### src/rtl/ssp_slave_frame.sv
// ssp_slave_frame: SPI mode-0 slave front end for the SSP_UART register port.
// Oversamples SSEL_n/SCK/MOSI in the system clock domain, decodes each 16-bit
// frame {RA[2:0], WnR, D[11:0]} into UART strobes and shifts SSP_DO out on MISO.
module ssp_slave_frame #(
    parameter int   SYNC_STAGES = 2,
    parameter logic MISO_IDLE   = 1'b1
) (
    input  logic        i_clk,
    input  logic        i_rst_n,
    input  logic        i_ssel_n,
    input  logic        i_sck,
    input  logic        i_mosi,
    output logic        o_miso,
    output logic        o_miso_oe,
    output logic        o_ssp_ssel,
    output logic        o_ssp_sck,
    output logic [2:0]  o_ssp_ra,
    output logic        o_ssp_wnr,
    output logic        o_ssp_en,
    output logic        o_ssp_eoc,
    output logic [11:0] o_ssp_di,
    input  logic [11:0] i_ssp_do,
    output logic        o_frame_err
);

    typedef enum logic [1:0] {
        ST_IDLE,
        ST_HDR,
        ST_DATA,
        ST_DONE
    } state_t;

    logic [SYNC_STAGES-1:0] r_sselSync;
    logic [SYNC_STAGES-1:0] r_armSync;
    logic [SYNC_STAGES-1:0] r_sckSync;
    logic [SYNC_STAGES-1:0] r_mosiSync;
    logic                   r_sckDly;
    logic                   r_armed;

    state_t      r_state;
    logic [4:0]  r_bitCnt;
    logic [10:0] r_shiftIn;
    logic [11:0] r_misoData;
    logic        r_loadDo;
    logic        r_errSeen;
    logic        r_miso;
    logic        r_misoOe;
    logic [2:0]  r_ra;
    logic        r_wnr;
    logic        r_en;
    logic        r_eoc;
    logic [11:0] r_di;
    logic        r_frameErr;

    logic        w_sselAct;
    logic        w_sckRise;
    logic        w_sckFall;
    logic        w_mosi;
    logic [11:0] w_shiftNext;
    logic [15:0] w_misoWord;
    logic [3:0]  w_misoIdx;
    logic        w_misoBit;

    // Pin synchronizers, the SCK delay flop for edge detection, and the arming
    // chain. The arming chain resets to "selected" so a select held low through
    // reset release never starts a frame; only a deselect followed by a fresh
    // select does.
    always_ff @(posedge i_clk or negedge i_rst_n) begin
        if (!i_rst_n) begin
            r_sselSync <= '1;
            r_armSync  <= '0;
            r_sckSync  <= '0;
            r_mosiSync <= '0;
            r_sckDly   <= 1'b0;
            r_armed    <= 1'b0;
        end else begin
            r_sselSync <= {r_sselSync[SYNC_STAGES-2:0], i_ssel_n};
            r_armSync  <= {r_armSync[SYNC_STAGES-2:0], i_ssel_n};
            r_sckSync  <= {r_sckSync[SYNC_STAGES-2:0], i_sck};
            r_mosiSync <= {r_mosiSync[SYNC_STAGES-2:0], i_mosi};
            r_sckDly   <= r_sckSync[SYNC_STAGES-1];
            if (r_armSync[SYNC_STAGES-1]) begin
                r_armed <= 1'b1;
            end
        end
    end

    assign w_sselAct   = ~r_sselSync[SYNC_STAGES-1];
    assign w_sckRise   = r_sckSync[SYNC_STAGES-1] & ~r_sckDly;
    assign w_sckFall   = ~r_sckSync[SYNC_STAGES-1] & r_sckDly;
    assign w_mosi      = r_mosiSync[SYNC_STAGES-1];
    assign w_shiftNext = {r_shiftIn, w_mosi};

    // The falling edge after rising edge k presents frame bit 15-k; the four
    // header slots always return zero.
    assign w_misoWord = {4'b0000, r_misoData};
    assign w_misoIdx  = 4'd15 - r_bitCnt[3:0];
    assign w_misoBit  = w_misoWord[w_misoIdx];

    // Frame FSM: header/data decode, UART strobes, MISO shifting and error pulses.
    always_ff @(posedge i_clk or negedge i_rst_n) begin
        if (!i_rst_n) begin
            r_state    <= ST_IDLE;
            r_bitCnt   <= '0;
            r_shiftIn  <= '0;
            r_misoData <= '0;
            r_loadDo   <= 1'b0;
            r_errSeen  <= 1'b0;
            r_miso     <= MISO_IDLE;
            r_misoOe   <= 1'b0;
            r_ra       <= '0;
            r_wnr      <= 1'b0;
            r_en       <= 1'b0;
            r_eoc      <= 1'b0;
            r_di       <= '0;
            r_frameErr <= 1'b0;
        end else begin
            r_en       <= 1'b0;
            r_eoc      <= 1'b0;
            r_frameErr <= 1'b0;
            r_loadDo   <= r_en;
            case (r_state)
                ST_IDLE: begin
                    r_miso   <= MISO_IDLE;
                    r_misoOe <= 1'b0;
                    if (w_sselAct && r_armed) begin
                        r_state    <= ST_HDR;
                        r_bitCnt   <= '0;
                        r_shiftIn  <= '0;
                        r_misoData <= '0;
                        r_errSeen  <= 1'b0;
                        r_miso     <= 1'b0;
                        r_misoOe   <= 1'b1;
                    end
                end
                ST_HDR: begin
                    if (!w_sselAct) begin
                        r_frameErr <= 1'b1;
                        r_state    <= ST_IDLE;
                        r_miso     <= MISO_IDLE;
                        r_misoOe   <= 1'b0;
                    end else if (w_sckRise) begin
                        r_shiftIn <= w_shiftNext[10:0];
                        r_bitCnt  <= r_bitCnt + 5'd1;
                        if (r_bitCnt == 5'd3) begin
                            r_ra    <= w_shiftNext[3:1];
                            r_wnr   <= w_shiftNext[0];
                            r_en    <= 1'b1;
                            r_state <= ST_DATA;
                        end
                    end else if (w_sckFall) begin
                        r_miso <= w_misoBit;
                    end
                end
                ST_DATA: begin
                    // A 16th edge arriving together with deselect still completes the frame.
                    if (w_sckRise && r_bitCnt == 5'd15) begin
                        r_bitCnt <= 5'd16;
                        r_eoc    <= 1'b1;
                        // SSP_DI carries write data, so read frames leave it untouched.
                        if (r_wnr) begin
                            r_di <= w_shiftNext;
                        end
                        if (w_sselAct) begin
                            r_state <= ST_DONE;
                        end else begin
                            r_state  <= ST_IDLE;
                            r_miso   <= MISO_IDLE;
                            r_misoOe <= 1'b0;
                        end
                    end else if (!w_sselAct) begin
                        r_frameErr <= 1'b1;
                        r_state    <= ST_IDLE;
                        r_miso     <= MISO_IDLE;
                        r_misoOe   <= 1'b0;
                    end else if (w_sckRise) begin
                        r_shiftIn <= w_shiftNext[10:0];
                        r_bitCnt  <= r_bitCnt + 5'd1;
                    end else if (w_sckFall) begin
                        r_miso <= w_misoBit;
                    end
                    if (r_loadDo) begin
                        r_misoData <= i_ssp_do;
                    end
                end
                ST_DONE: begin
                    if (w_sckRise && !r_errSeen) begin
                        r_frameErr <= 1'b1;
                        r_errSeen  <= 1'b1;
                    end
                    if (!w_sselAct) begin
                        r_state  <= ST_IDLE;
                        r_miso   <= MISO_IDLE;
                        r_misoOe <= 1'b0;
                    end
                end
                default: begin
                    r_state <= ST_IDLE;
                end
            endcase
        end
    end

    assign o_miso      = r_miso;
    assign o_miso_oe   = r_misoOe;
    assign o_ssp_ssel  = w_sselAct;
    assign o_ssp_sck   = r_sckSync[SYNC_STAGES-1];
    assign o_ssp_ra    = r_ra;
    assign o_ssp_wnr   = r_wnr;
    assign o_ssp_en    = r_en;
    assign o_ssp_eoc   = r_eoc;
    assign o_ssp_di    = r_di;
    assign o_frame_err = r_frameErr;

endmodule

### config.mk
export PLATFORM = sky130hd
export DESIGN_NAME = ssp_slave_frame
export DESIGN_NICKNAME = d
export VERILOG_FILES = /design/src/rtl/ssp_slave_frame.sv
export SDC_FILE = /design/constraint.sdc
export NUM_CORES = 1
export LEC_CHECK = 0
export ABC_AREA = 0
export BUFFER_PORTS_ARGS = -buffer_cell sky130_fd_sc_hd__buf_2
export CORE_UTILIZATION = 55
export CTS_CLUSTER_SIZE = 20
export DETAILED_ROUTE_END_ITERATION = 8
export GPL_TIMING_DRIVEN = 0
export PLACE_DENSITY = 0.82
export SKIP_LAST_GASP = 1
export SYNTH_ARGS = -nofsm -noshare
export SYNTH_HDL_FRONTEND = slang
export SYNTH_SLANG_ARGS = --single-unit
### constraint.sdc
create_clock -name i_clk -period 3.4 [get_ports i_clk]
set_clock_uncertainty 0.05 [all_clocks]
set_input_delay 0 -clock i_clk [delete_from_list [all_inputs] [get_ports i_clk]]
set_output_delay 0 -clock i_clk [all_outputs]
set_load 0.005 [all_outputs]
Word-level counts from Yosys, hierarchy flattened
Index checks and enable logic that the tools add are counted.
- register bits after elaboration: 63
- latch bits: 0
- memory bits (writable): 0
- memory bits (read-only): 0
- output and inout port bits: 23
- word-level logic and storage cells: 102
- memories kept: 0
- add/subtract/negate cells: 2
- multipliers: 0
- divide/modulo/power cells: 0
- $lt $le $gt $ge: 1
- eq/ne operators: 12
- shifts and indexed selects: 0
- muxes and demuxes: 46
- bitwise gates (word level): 5
- reduce and logical (&&, ||, !) cells: 16
- operators by type and width (kind ; count):
    $mux W11 ; 4
    $pmux W11 S3 ; 1
    $mux W12 ; 2
    $pmux W12 S2 ; 1
    $mux W1 ; 20
    $mux W5 ; 4
    $pmux W5 S3 ; 1
    $reduce_and A3 Y1 ; 5
    $mux W2 ; 7
    $ne A2 B2 Y1 const B ; 4
    $pmux W2 S4 ; 1
    $ne A3 B3 Y1 const B ; 2
    $add A5 B1 Y5 const B ; 1
    $eq A5 B2 Y1 const B ; 1
    $eq A5 B4 Y1 const B ; 1
    $lt A4 B5 Y1 const B ; 1
    $bmux W1 S4 ; 1
    $eq A2 B2 Y1 const B ; 2
    $pmux W1 S2 ; 2
    $pmux W1 S4 ; 1
    $reduce_and A4 Y1 ; 1
    $reduce_bool A2 Y1 ; 2
    $sub A4 B4 Y4 const A ; 1
    $logic_and A1 B1 Y1 ; 3
    other kinds (10) ; 13

Depth between registers and ports, before layout
- depth in word-level cells: 8
- mapped depth: 9
- gate-level depth less buffers: 8

Least setup slack after synthesis
OpenSTA, ideal clock, no wires.
- path type: register -> register
- start: register r_bitCnt[1]
- end: register r_shiftIn[0]
- setup time: 0.124 ns
- arrival time: 1.692 ns
- setup slack: 1.534 ns
- cell stages (with the launch flop): 9
- path buffers: 1
- clock period less this slack: 1.866 ns
- cells stage by stage: dfrtp_1 -> ha_1 -> and3_1 -> ha_1 -> nand3_1 -> inv_2 -> a211o_1 -> buf_6 -> mux2i_1
- cells in the longest elaborated chain, start to end: 4
- RTL lines (item ; line ; RTL):
    start: declaration ; 41 ; logic [4:0] r_bitCnt;
    start signal: assignment ; 144 ; r_bitCnt <= r_bitCnt + 5'd1;
    start signal: assignment ; 178 ; r_bitCnt <= r_bitCnt + 5'd1;
    $eq A5 B4 Y1 ; 157 ; if (w_sckRise && r_bitCnt == 5'd15) begin
    $logic_and A1 B1 Y1 ; 157 ;
    $ne A2 B2 Y1 (no line) ; -- ;
    $reduce_and A3 Y1 (no line) ; -- ;
    end signal: assignment ; 143 ; r_shiftIn <= w_shiftNext[10:0];
    end signal: assignment ; 177 ; r_shiftIn <= w_shiftNext[10:0];
    end: declaration ; 42 ; logic [10:0] r_shiftIn;
No other way between the ends.
A chain may end at the register's enable or synchronous reset.

Worst setup path after layout
- start: register r_state[0]
- end: register r_di[2], in the netlist o_ssp_di[2]
- cells in the longest elaborated chain, start to end: 2
- RTL lines (item ; line ; RTL):
    start: declaration ; 40 ; state_t r_state;
    start signal: assignment ; 103 ; r_state <= ST_IDLE;
    start signal: assignment ; 127 ; r_state <= ST_HDR;
    start signal: assignment ; 139 ; r_state <= ST_IDLE;
    $eq A2 B2 Y1 ; 122 ; case (r_state)
    $reduce_and A3 Y1 (no line) ; -- ;
    end signal: assignment ; 162 ; r_di <= w_shiftNext;
    end: declaration ; 52 ; logic [11:0] r_di;
No other way between the ends.

==> flow_summary.ini <==
[route]
drt_iter0_drc = 126
wl_per_cell_um = 13.6
num_vias = 2085
final_antenna_net_count = 0
drc = 0
viasPerCell = 5.24
dr.pass1.iters = 5
wirelength_mm = 5.40

[placed_design]
io_buffers = 39
place.gp.congestion = 0.860
dp_cells = 367
post-dp-hpwl_mm = 3.47

[critical_path]
cp.required_ns = 3.56
path_class = register to register
cp_slowest_cell = dfrtp_1
worst-path-buf-inv = 4
r2r_start = r_state[0]$_DFFE_PN0P_
start_kind = register
reg2regPathDepth = 9
r2r_slack_ns = 1.18
max_stage_delay_ns = 0.40
worstPathArrival_ns = 2.38
path_cells = inv_1 > ha_1 > clkbuf_1 > nand3_1 > inv_2 > nand2_1 > clkbuf_1 > nand2_1 > o21ai_0
critPathCaptureType = register
crit_fanout = 10
timing.rr.end = o_ssp_di[2]$_DFFE_PN0P_
path_delay_family = buffers and inverters

[yosys]
yosysTopAreaCell = dfrtp_1
syn_area_um2 = 2740
synth-main-ff-cell = dfrtp_1
postSynthCellCount = 261
ys_seq_area_share_pct = 57.7
async_flop_share_pct = 100
yosysUniqueCellTypes = 42
yosys_warnings = 0
synthTopCellsByArea = dfrtp_1 (55%), nand2_1 (7.4%), o21ai_0 (5.7%)
synth-edff-count = 0
syn_nets = 284
synth_most_common_cell = dfrtp_1
avgSynthCellArea_um2 = 10.5
synth_top_area_share_pct = 54.8
ys_seq_elements = 63
yosys-top-cells-count = dfrtp_1 (60), nand2_1 (54), o21ai_0 (31), inv_1 (17), mux2i_1 (12)

[timing]
post-route-period-util_pct = 65.4
worst_slew_pin_slew_ns = 0.757
finalSetupTns_ns = 0
maxClockFrequency_mhz = 450
finalSetupViolCount = 0
slew_violations = 0
slew_headroom_pct = 49.5
fin_crit_ns = 2.22
rsz0062_at_grt = no
finalHoldViolCount = 0

[global_route]
overflow = 0
grt.total_usage_pct = 22.6
grt_pass1_wl_mm = 8.84
antenna_found_initial = 0
grt_max_degree = 64
grt_pass1_vias = 1920

[die]
ios = 40
core_area_um2 = 4750
die_y_um = 72.6
dieArea_um2 = 5270
start_util_pct = 57.6
die_x_um = 72.6
fp-row-count = 25

[clock_network]
post-cts-setup-buffer-count = 0
clk_pin_slew_ns = 0.07
ctsHoldBuffers = 16
cts_htree_levels = 3
clock-root-buffer = clkbuf_8
clock-sinks = 63
clk_latency_ns = 0.34
cts_buffer_depth = 2
cts-buffers-inserted = 9
cts_tree = yes
postCtsResizedCells = 0

[power_and_ir_drop]
pwr-share-seq_pct = 39.5
peakVddDrop_uv = 383
power_switching_w = 0.000801
p_clk_share_pct = 27.2
pwr-share-comb_pct = 33.3
p_int_w = 0.00151
swShare_pct = 34.7
power_density_nw_per_um2 = 686
p_leak_nw = 1.63

[min_path]
hp-class = input port to asynchronous set/reset pin

[cells_and_area]
antenna_cells = 0
area_growth_syn_to_layout_pct = 23.0
multiInputGateArea_um2 = 1030
final_cells = 398
fill_cells = 353
drive_gt1_share_pct = 20.8
regArea_um2 = 1580
nets = 350

[status]
status = finished, final reports clean

[flow_run]
cap_viol_max_count = 0
-- layout make-up --
| class | instances | area share [%] |
|---|---|---|
| timing repair buffer | 55 | 10.6 |
| tap | 67 | 2.49 |
| clock inverter | 3 | 1.30 |
| inverter | 19 | 2.12 |
| buffer | 12 | 1.82 |
| sequential | 63 | 46.9 |
| multi-input combinational | 167 | 30.4 |
| clock buffer | 12 | 4.31 |
-- through the flow --
step | power [W] | utilization [%] | setup slack, ns | instance area (µm²) | hold slack, ns
4_1_cts | 0.00231 | 70.8 | 1.19 | 3370 | 0.237
2_1_floorplan | 0.00148 | - | 1.53 | 2740 | -0.346
5_1_grt | 0.00245 | 70.9 | 0.967 | 3370 | 0.252
3_5_place_dp | 0.00167 | 63.5 | 1.21 | 3020 | 0.0593
3_3_place_gp | 0.00165 | 63.5 | 1.26 | 3020 | 0.0590
6_report | 0.00231 | 70.9 | 1.18 | 3370 | 0.233
-- sequential cells by signal, summed over array words and instances, names as in the netlist, 2 cells and up --
name,cells
r_shiftIn,11
o_ssp_di,12
r_armSync,2
r_bitCnt,5
o_ssp_ra,3
r_misoData,12
r_sselSync,2
r_mosiSync,2
r_sckSync,2
r_state,2
-- routing by layer --
layer | track usage [%] | wire (µm)
met5 | 0 | 0
met4 | 10.7 | 93
met3 | 6.11 | 230
met2 | 33.7 | 2520
met1 | 31.0 | 2550
-- cell usage in the layout, fill, tap and decap left out, types with 6 or more instances in the layout --
cell            n
mux2i_1        12
buf_2          39
nand2_1        54
nor2_1          7
a21oi_1        11
dfrtp_1        60
inv_1          17
clkbuf_1       11
dlygate4sd3_1  16
o21ai_0        31
clkbuf_8       10
ha_1            6
-- worst max-delay path by stage --
stage	start	endpoint	slack, ns	cells after the start
3_3_place_gp	r_bitCnt[1]$_DFFE_PN0P_	o_ssp_di[6]$_DFFE_PN0P_	1.26	8
3_5_place_dp	r_state[0]$_DFFE_PN0P_	o_ssp_di[3]$_DFFE_PN0P_	1.21	9
4_1_cts	r_state[0]$_DFFE_PN0P_	o_ssp_di[2]$_DFFE_PN0P_	1.19	9
6_report	r_state[0]$_DFFE_PN0P_	o_ssp_di[2]$_DFFE_PN0P_	1.18	9
5_1_grt	r_state[0]$_DFFE_PN0P_	o_ssp_di[4]$_DFFE_PN0P_	0.97	9
2_1_floorplan	r_bitCnt[1]$_DFFE_PN0P_	r_shiftIn[0]$_DFFE_PN0P_	1.53	8
-- power groups by stage --
stage	clock [W]	sequential [W]	combinational, W
after detailed placement	0	0.000927	0.000742
final	0.000628	0.000914	0.000769
after CTS	0.000636	0.000913	0.000763
after global placement	0	0.000921	0.000731
after floorplan	0	0.000914	0.000568
after global routing	0.000666	0.000927	0.000854
-- logic make-up after synthesis --
logic type	count (synthesis)	synth area share, %
compound gates	59	12.8
xor+xnor	2	0.640
flops	63	57.7
fa+ha+maj	6	2.74
simple gates	82	13.6
mux	18	7.67
buf+inv	31	4.84
(Power assumes the default switching activity.)
